$ cat src/rtl/fetch_pkg.sv
// Shared types and constants for the instruction fetch controller.
package fetch_pkg;

   typedef enum logic [1:0] {
      FETCH_IDLE,
      FETCH_ISSUE,
      FETCH_CAPTURE,
      FETCH_HOLD
   } fetch_state_e;

   localparam int PC_INC     = 4;
   localparam int DEF_ADDR_W = 6;
   localparam int DEF_DATA_W = 32;

endpackage

$ cat src/rtl/inst_fetch_ctrl.sv
// Instruction fetch sequencer: owns the PC, reads a 1-cycle-latency ROM and
// presents each word through a one-entry valid/ready output register.
module inst_fetch_ctrl
   import fetch_pkg::*;
#(
   parameter int ADDR_W = DEF_ADDR_W,
   parameter int DATA_W = DEF_DATA_W,
   parameter logic [ADDR_W+1:0] RESET_PC = '0
) (
   input  logic              clk,
   input  logic              rst,
   input  logic              run,
   input  logic              step,
   input  logic              redirect_valid,
   input  logic [ADDR_W+1:0] redirect_pc,
   output logic              rom_en,
   output logic [ADDR_W-1:0] rom_addr,
   input  logic [DATA_W-1:0] rom_data,
   output logic              inst_valid,
   input  logic              inst_ready,
   output logic [DATA_W-1:0] inst,
   output logic [ADDR_W+1:0] inst_pc,
   output logic [ADDR_W+1:0] pc,
   output logic              busy
);

   localparam int PC_W = ADDR_W + 2;

   fetch_state_e      state_q, state_d;
   logic [PC_W-1:0]   pc_q, pc_d;
   logic [PC_W-1:0]   issued_pc_q, issued_pc_d;
   logic              step_pend_q, step_pend_d;
   logic              inst_valid_q, inst_valid_d;
   logic [DATA_W-1:0] inst_q, inst_d;
   logic [PC_W-1:0]   inst_pc_q, inst_pc_d;
   logic              busy_q;

   always_comb begin
      state_d      = state_q;
      pc_d         = pc_q;
      issued_pc_d  = issued_pc_q;
      step_pend_d  = step_pend_q;
      inst_valid_d = inst_valid_q;
      inst_d       = inst_q;
      inst_pc_d    = inst_pc_q;

      case (state_q)
         FETCH_IDLE: begin
            if (run || step_pend_q) state_d = FETCH_ISSUE;
         end
         FETCH_ISSUE: begin
            issued_pc_d = pc_q;
            pc_d        = pc_q + PC_W'(PC_INC);
            step_pend_d = 1'b0;
            state_d     = FETCH_CAPTURE;
         end
         FETCH_CAPTURE: begin
            inst_d       = rom_data;
            inst_pc_d    = issued_pc_q;
            inst_valid_d = 1'b1;
            state_d      = FETCH_HOLD;
         end
         FETCH_HOLD: begin
            if (inst_ready) begin
               inst_valid_d = 1'b0;
               state_d      = (run || step_pend_q) ? FETCH_ISSUE : FETCH_IDLE;
            end
         end
         default: state_d = FETCH_IDLE;
      endcase

      // A redirect voids whatever is in flight or held, including a same-cycle handshake.
      if (redirect_valid) begin
         pc_d         = {redirect_pc[PC_W-1:2], 2'b00};
         inst_valid_d = 1'b0;
         step_pend_d  = step_pend_q;
         state_d      = FETCH_IDLE;
      end

      if (step && !run) step_pend_d = 1'b1;
   end

   always_ff @(posedge clk) begin
      if (rst) begin
         state_q      <= FETCH_IDLE;
         pc_q         <= RESET_PC;
         step_pend_q  <= 1'b0;
         inst_valid_q <= 1'b0;
         inst_q       <= '0;
         inst_pc_q    <= '0;
         busy_q       <= 1'b0;
      end else begin
         state_q      <= state_d;
         pc_q         <= pc_d;
         step_pend_q  <= step_pend_d;
         inst_valid_q <= inst_valid_d;
         inst_q       <= inst_d;
         inst_pc_q    <= inst_pc_d;
         busy_q       <= (state_d != FETCH_IDLE);
      end
      issued_pc_q <= issued_pc_d;
   end

   assign rom_en     = (state_q == FETCH_ISSUE);
   assign rom_addr   = pc_q[PC_W-1:2];
   assign inst_valid = inst_valid_q;
   assign inst       = inst_q;
   assign inst_pc    = inst_pc_q;
   assign pc         = pc_q;
   assign busy       = busy_q;

endmodule

$ cat config.mk
export PLATFORM = sky130hd
export DESIGN_NAME = inst_fetch_ctrl
export DESIGN_NICKNAME = d
export VERILOG_FILES = /design/src/rtl/fetch_pkg.sv /design/src/rtl/inst_fetch_ctrl.sv
export SDC_FILE = /design/constraint.sdc
export NUM_CORES = 1
export LEC_CHECK = 0
export CORE_MARGIN = 3
export CORE_UTILIZATION = 43
export DETAILED_ROUTE_END_ITERATION = 12
export PLACE_DENSITY = 0.89
export SLEW_MARGIN = 20
export SYNTH_ARGS = -nofsm -noshare
export SYNTH_HDL_FRONTEND = slang
export SYNTH_SLANG_ARGS = --single-unit
$ cat constraint.sdc
create_clock -name clk -period 2.8 [get_ports clk]
set_input_delay 0.42 -clock clk [delete_from_list [all_inputs] [get_ports clk]]
set_output_delay 0.42 -clock clk [all_outputs]
set_load 0.01 [all_outputs]
After elaboration in Yosys (flattened, before gate mapping)

Index checks and enable logic that the tools add are counted.

Bits in latches: 0
Bits in writable memories: 0
Register bits: 61
ROM bits: 0
Input port bits: 46
Memories kept: 0

Muxes and demuxes: 12
Reductions and logical operators: 11
Shift operators: 0
Bitwise logic cells: 0
Equality and inequality tests: 5
$lt $le $gt $ge: 0
Add/sub/neg operators: 1
$mul: 0
Div/mod/pow operators: 0

Operator list:

| kind                                                  | number |
|---|---|
| two-way mux 8 bit                                     | 2 |
| adder 8 x 3 -> 8 bit, second input constant           | 1 |
| one-hot mux 2 bit (4 select lines)                    | 1 |
| nonzero test 2 bit                                    | 4 |
| two-way mux 2 bit                                     | 3 |
| two-way mux 1 bit                                     | 5 |
| == test 2 bit, second input constant                  | 2 |
| AND reduction 2 bit                                   | 2 |
| == test 2 x 1 -> 1 bit, second input constant         | 1 |
| logical NOT 2 bit                                     | 1 |
| inequality test 2 x 1 -> 1 bit, second input constant | 1 |
| inequality test 2 bit, second input constant          | 1 |
| one-hot mux 1 bit (2 select lines)                    | 1 |
| OR reduction 2 bit                                    | 1 |
| logical AND 1 bit                                     | 1 |
| logical NOT 1 bit                                     | 1 |
| logical OR 1 bit                                      | 1 |

Logic depth before layout (Yosys ltp)

Depth after elaboration: 6
Depth in mapped cells: 6

Least setup slack after synthesis

OpenSTA, ideal clock, no wires.

Path kind: reg-to-reg
From: reg pc_q[4], in the netlist pc[4]
To: reg pc_q[7], in the netlist pc[7]
Data required time: 2,709 ps
Buffers on the path: 0
Setup slack: 1,524 ps
Setup time: 91 ps
Clock period less this slack: 1,276 ps
Cell stages (with the launch flop): 4
Data arrival time: 1,186 ps
Cells stage by stage: dfxtp_1 > nand4b_4 > or3_1 > a311oi_1

Cells in the longest elaborated chain, start to end: 3

Ends and longest elaborated chain:

| what                   | RTL line              | RTL |
|---|---|---|
| from (decl)            | inst_fetch_ctrl.sv:30 | `logic [PC_W-1:0] pc_q, pc_d;` |
| from (signal assigned) | inst_fetch_ctrl.sv:94 | `pc_q <= pc_d;` |
| adder 8 x 3 -> 8 bit   | inst_fetch_ctrl.sv:53 | `pc_d = pc_q + PC_W'(PC_INC);` |
| two-way mux 8 bit      | inst_fetch_ctrl.sv:47 | `case (state_q)` |
| two-way mux 8 bit      | inst_fetch_ctrl.sv:73 | `if (redirect_valid) begin` |

No other way between the ends. The select of a mux whose other input is x is not followed.
A chain may end at the register's enable or synchronous reset.

Worst setup path in the final report

From: reg state_q[0]
To: out rom_en

Cells in the longest elaborated chain, start to end: 1

Ends and longest elaborated chain:

| what                   | RTL line               | RTL |
|---|---|---|
| from (decl)            | inst_fetch_ctrl.sv:29  | `fetch_state_e state_q, state_d;` |
| from (signal assigned) | inst_fetch_ctrl.sv:93  | `state_q <= state_d;` |
| == test 2 x 1 -> 1 bit | inst_fetch_ctrl.sv:104 | `assign rom_en = (state_q == FETCH_ISSUE);` |
| to (decl)              | inst_fetch_ctrl.sv:16  | `output logic rom_en,` |

No other way between the ends.

==> results.ini <==
[hold_path]
hold_depth=2
hp-class=reg -> reg
hold_path.startpoint=inst[0]

[finish]
layout_common_cells=95 x clkdlybuf4s50_1, 79 x nand2_1, 49 x dfxtp_1
diodes=0
area.growth.synth_to_final_pct=47.6
drive_gt1_frac=0.0488
final_common_cell=clkdlybuf4s50_1
nets=374
fin_area_um2=3120

[cts]
clock_sinks=55
cts_tree=done
h-tree-depth=2
root_buffer=clkbuf_8
numCtsBuffers=5
clk_path_buf_depth=2
ctsHoldBuffers=0
cts_setup_buffers=0
clock_latency_ns=0.30
cts_resized=0
clk_pin_slew_ns=0.09

[run_status]
outcome=finished clean

[timing]
drv_slew=0
fin_crit_ns=2.06
hold_violations=0
fmax_ghz=0.486
setup_viol=0
setup-tns-final_ns=0
fin_skew_ns=0.00668
maxSlewHeadroom=0.422
worst_pin_slew_ns=0.867
rsz0062_at_grt=false
timing.final.crit_share=0.735

[floorplan]
initial_core_util=0.466
dieArea_um2=5790
die_height_um=76.1
core_um2=4530
boundaryPins=103
die_width_um=76.1
rows=24

[power]
leakagePower_nw=1.07
ir_drop_mv=0.288
p_per_area_nw_per_um2=466

[critical_path]
cp.depth=2
rrSetupSlack_ns=1.07
end_kind=output pin
path_class=reg -> out
slowest_stage=clkdlybuf4s50_1
cp_slowest_stage_delay_ns=0.57
critPathLaunch=state_q[0]
required_ns=2.38
r2r-start=state_q[0]
critPathMaxFanout=9
arrival_ns=1.64
critPathBufInv=1
path_delay_family=buffers and inverters
worstRegToRegCells=4
cp_cell_sequence=nor2b_1, clkdlybuf4s50_1
start_kind=register

[detailed_routing]
post-route-drc-count=0
antenna_left=0
dr.first_iter.drc_count=89
vias=1879
wl_per_cell_um=12.6
drt_pass1_iterations=4
vias_per_cell=4.78
totalWireLength_mm=4.96

[synth]
synthesis.area_um2=2110
seq_area_frac_synth=0.550
ys_top_cells_by_area=dfxtp_1 46%, nand2_1 14%, a21oi_1 9.5%
synth_top_area_share=0.465
ys_types=33
synth_top_cell_by_area=dfxtp_1
ys_seq_elements=55
syn_inst=244
avgSynthCellArea_um2=8.65
yosys_warnings=0

[place]
dp_hpwl_mm=3.58
io_buffers=96
finalWeightedCongestion=0.787
placed_cell_area_um2=3030

[global_route]
gr-usage-all-layers=0.168
grt_max_degree=50
grt_overflow=0
grt_pass1_vias=1789
antenna_found_initial=0
grt_pass1_wl_mm=8.15

[job]
cap_violations=0

## sequential cells by signal, indices dropped and copies added, names as in the netlist
signal and count:
state_q 2, busy 1, issued_pc_q 6, inst 32, pc 6, inst_valid 1
inst_pc 6, step_pend_q 1
## cell type report
type / count / area, µm²
multi-input combinational: 161 / 787
sequential: 55 / 1160
clock inverter: 2 / 12.5
tap: 65 / 81.3
inverter: 4 / 15.0
clock buffer: 6 / 72.6
timing repair buffer: 100 / 986
fill: 392 / 1420
## cell families (layout without fill, tap and decap cells)
family,count (synthesis),after routing,synth area share
AO/OA/AOI/OAI,54,54,0.146
XOR/XNOR,2,2,0.00830
other,1,4,0.00178
buffers and inverters,31,112,0.0836
flip-flops,55,55,0.550
multiplexers,1,1,0.00474
AND/OR/NAND/NOR,99,99,0.200
adder cells (fa/ha/maj),1,1,0.00593
## layer usage
| layer | track usage | wire length [µm] | vias up |
|---|---|---|---|
| met5 | 0 | 0 | - |
| met4 | 0.0417 | 36 | 0 |
| met3 | 0.0567 | 349 | 4 |
| met2 | 0.301 | 2520 | 64 |
| met1 | 0.193 | 2060 | 859 |
| li1 | - | - | 952 |
## worst min-delay path, delay by kind of cell (launching register included)
| kind | cells | cell delay, ns |
|---|---|---|
| flip-flops | 1 | 0.32 |
| AND/OR/NAND/NOR | 1 | 0.05 |
| AO/OA/AOI/OAI | 1 | 0.05 |
## where the power goes
group | switching, W | leakage, nW | internal [W] | total (W)
clock network | 0.000246 | 0.0412 | 0.000175 | 0.000421
logic | 0.0000749 | 0.578 | 0.000114 | 0.000189
registers | 0.0000216 | 0.454 | 0.000820 | 0.000842
total | 0.000342 | 1.07 | 0.00111 | 0.00145
## per-stage QoR
step	total power, W	utilization	cells	hold WS, ns	setup WS, ns
final	0.00145	0.687	393	0.457	0.741
after global routing	0.00151	0.687	393	0.474	0.676
after CTS	0.00147	0.687	393	0.460	0.730
after detailed placement	0.00105	0.668	385	0.447	1.04
after global placement	0.00105	0.668	385	0.441	1.07
after floorplan	0.000940	-	247	0.471	1.52
## synth_stat cells
cell type / count
nand2_1: 79
dfxtp_1: 49
a21oi_1: 40
buf_4: 10
clkbuf_1: 9
nor2_1: 7
buf_2: 6
edfxtp_1: 6
a211oi_1: 4
inv_1: 4
o21ai_0: 3
a311oi_1: 2
buf_6: 2
nand2b_1: 2
nand3_1: 2
nor2b_1: 2
a2111oi_0: 1
a21bo_2: 1
a221oi_1: 1
a31o_2: 1
and2_1: 1
conb_1: 1
ha_1: 1
mux2i_1: 1
nand3b_1: 1
nand4_1: 1
nand4b_4: 1
nor3_1: 1
nor4b_1: 1
o31a_1: 1
or3_1: 1
xnor2_1: 1
xor2_1: 1
## worst paths after layout
check / to
worst max-delay path: rom_en
worst min-delay path: inst[0]
worst max register to register: inst[18]
worst min register to register: inst[0]
(Power assumes the default switching activity.)
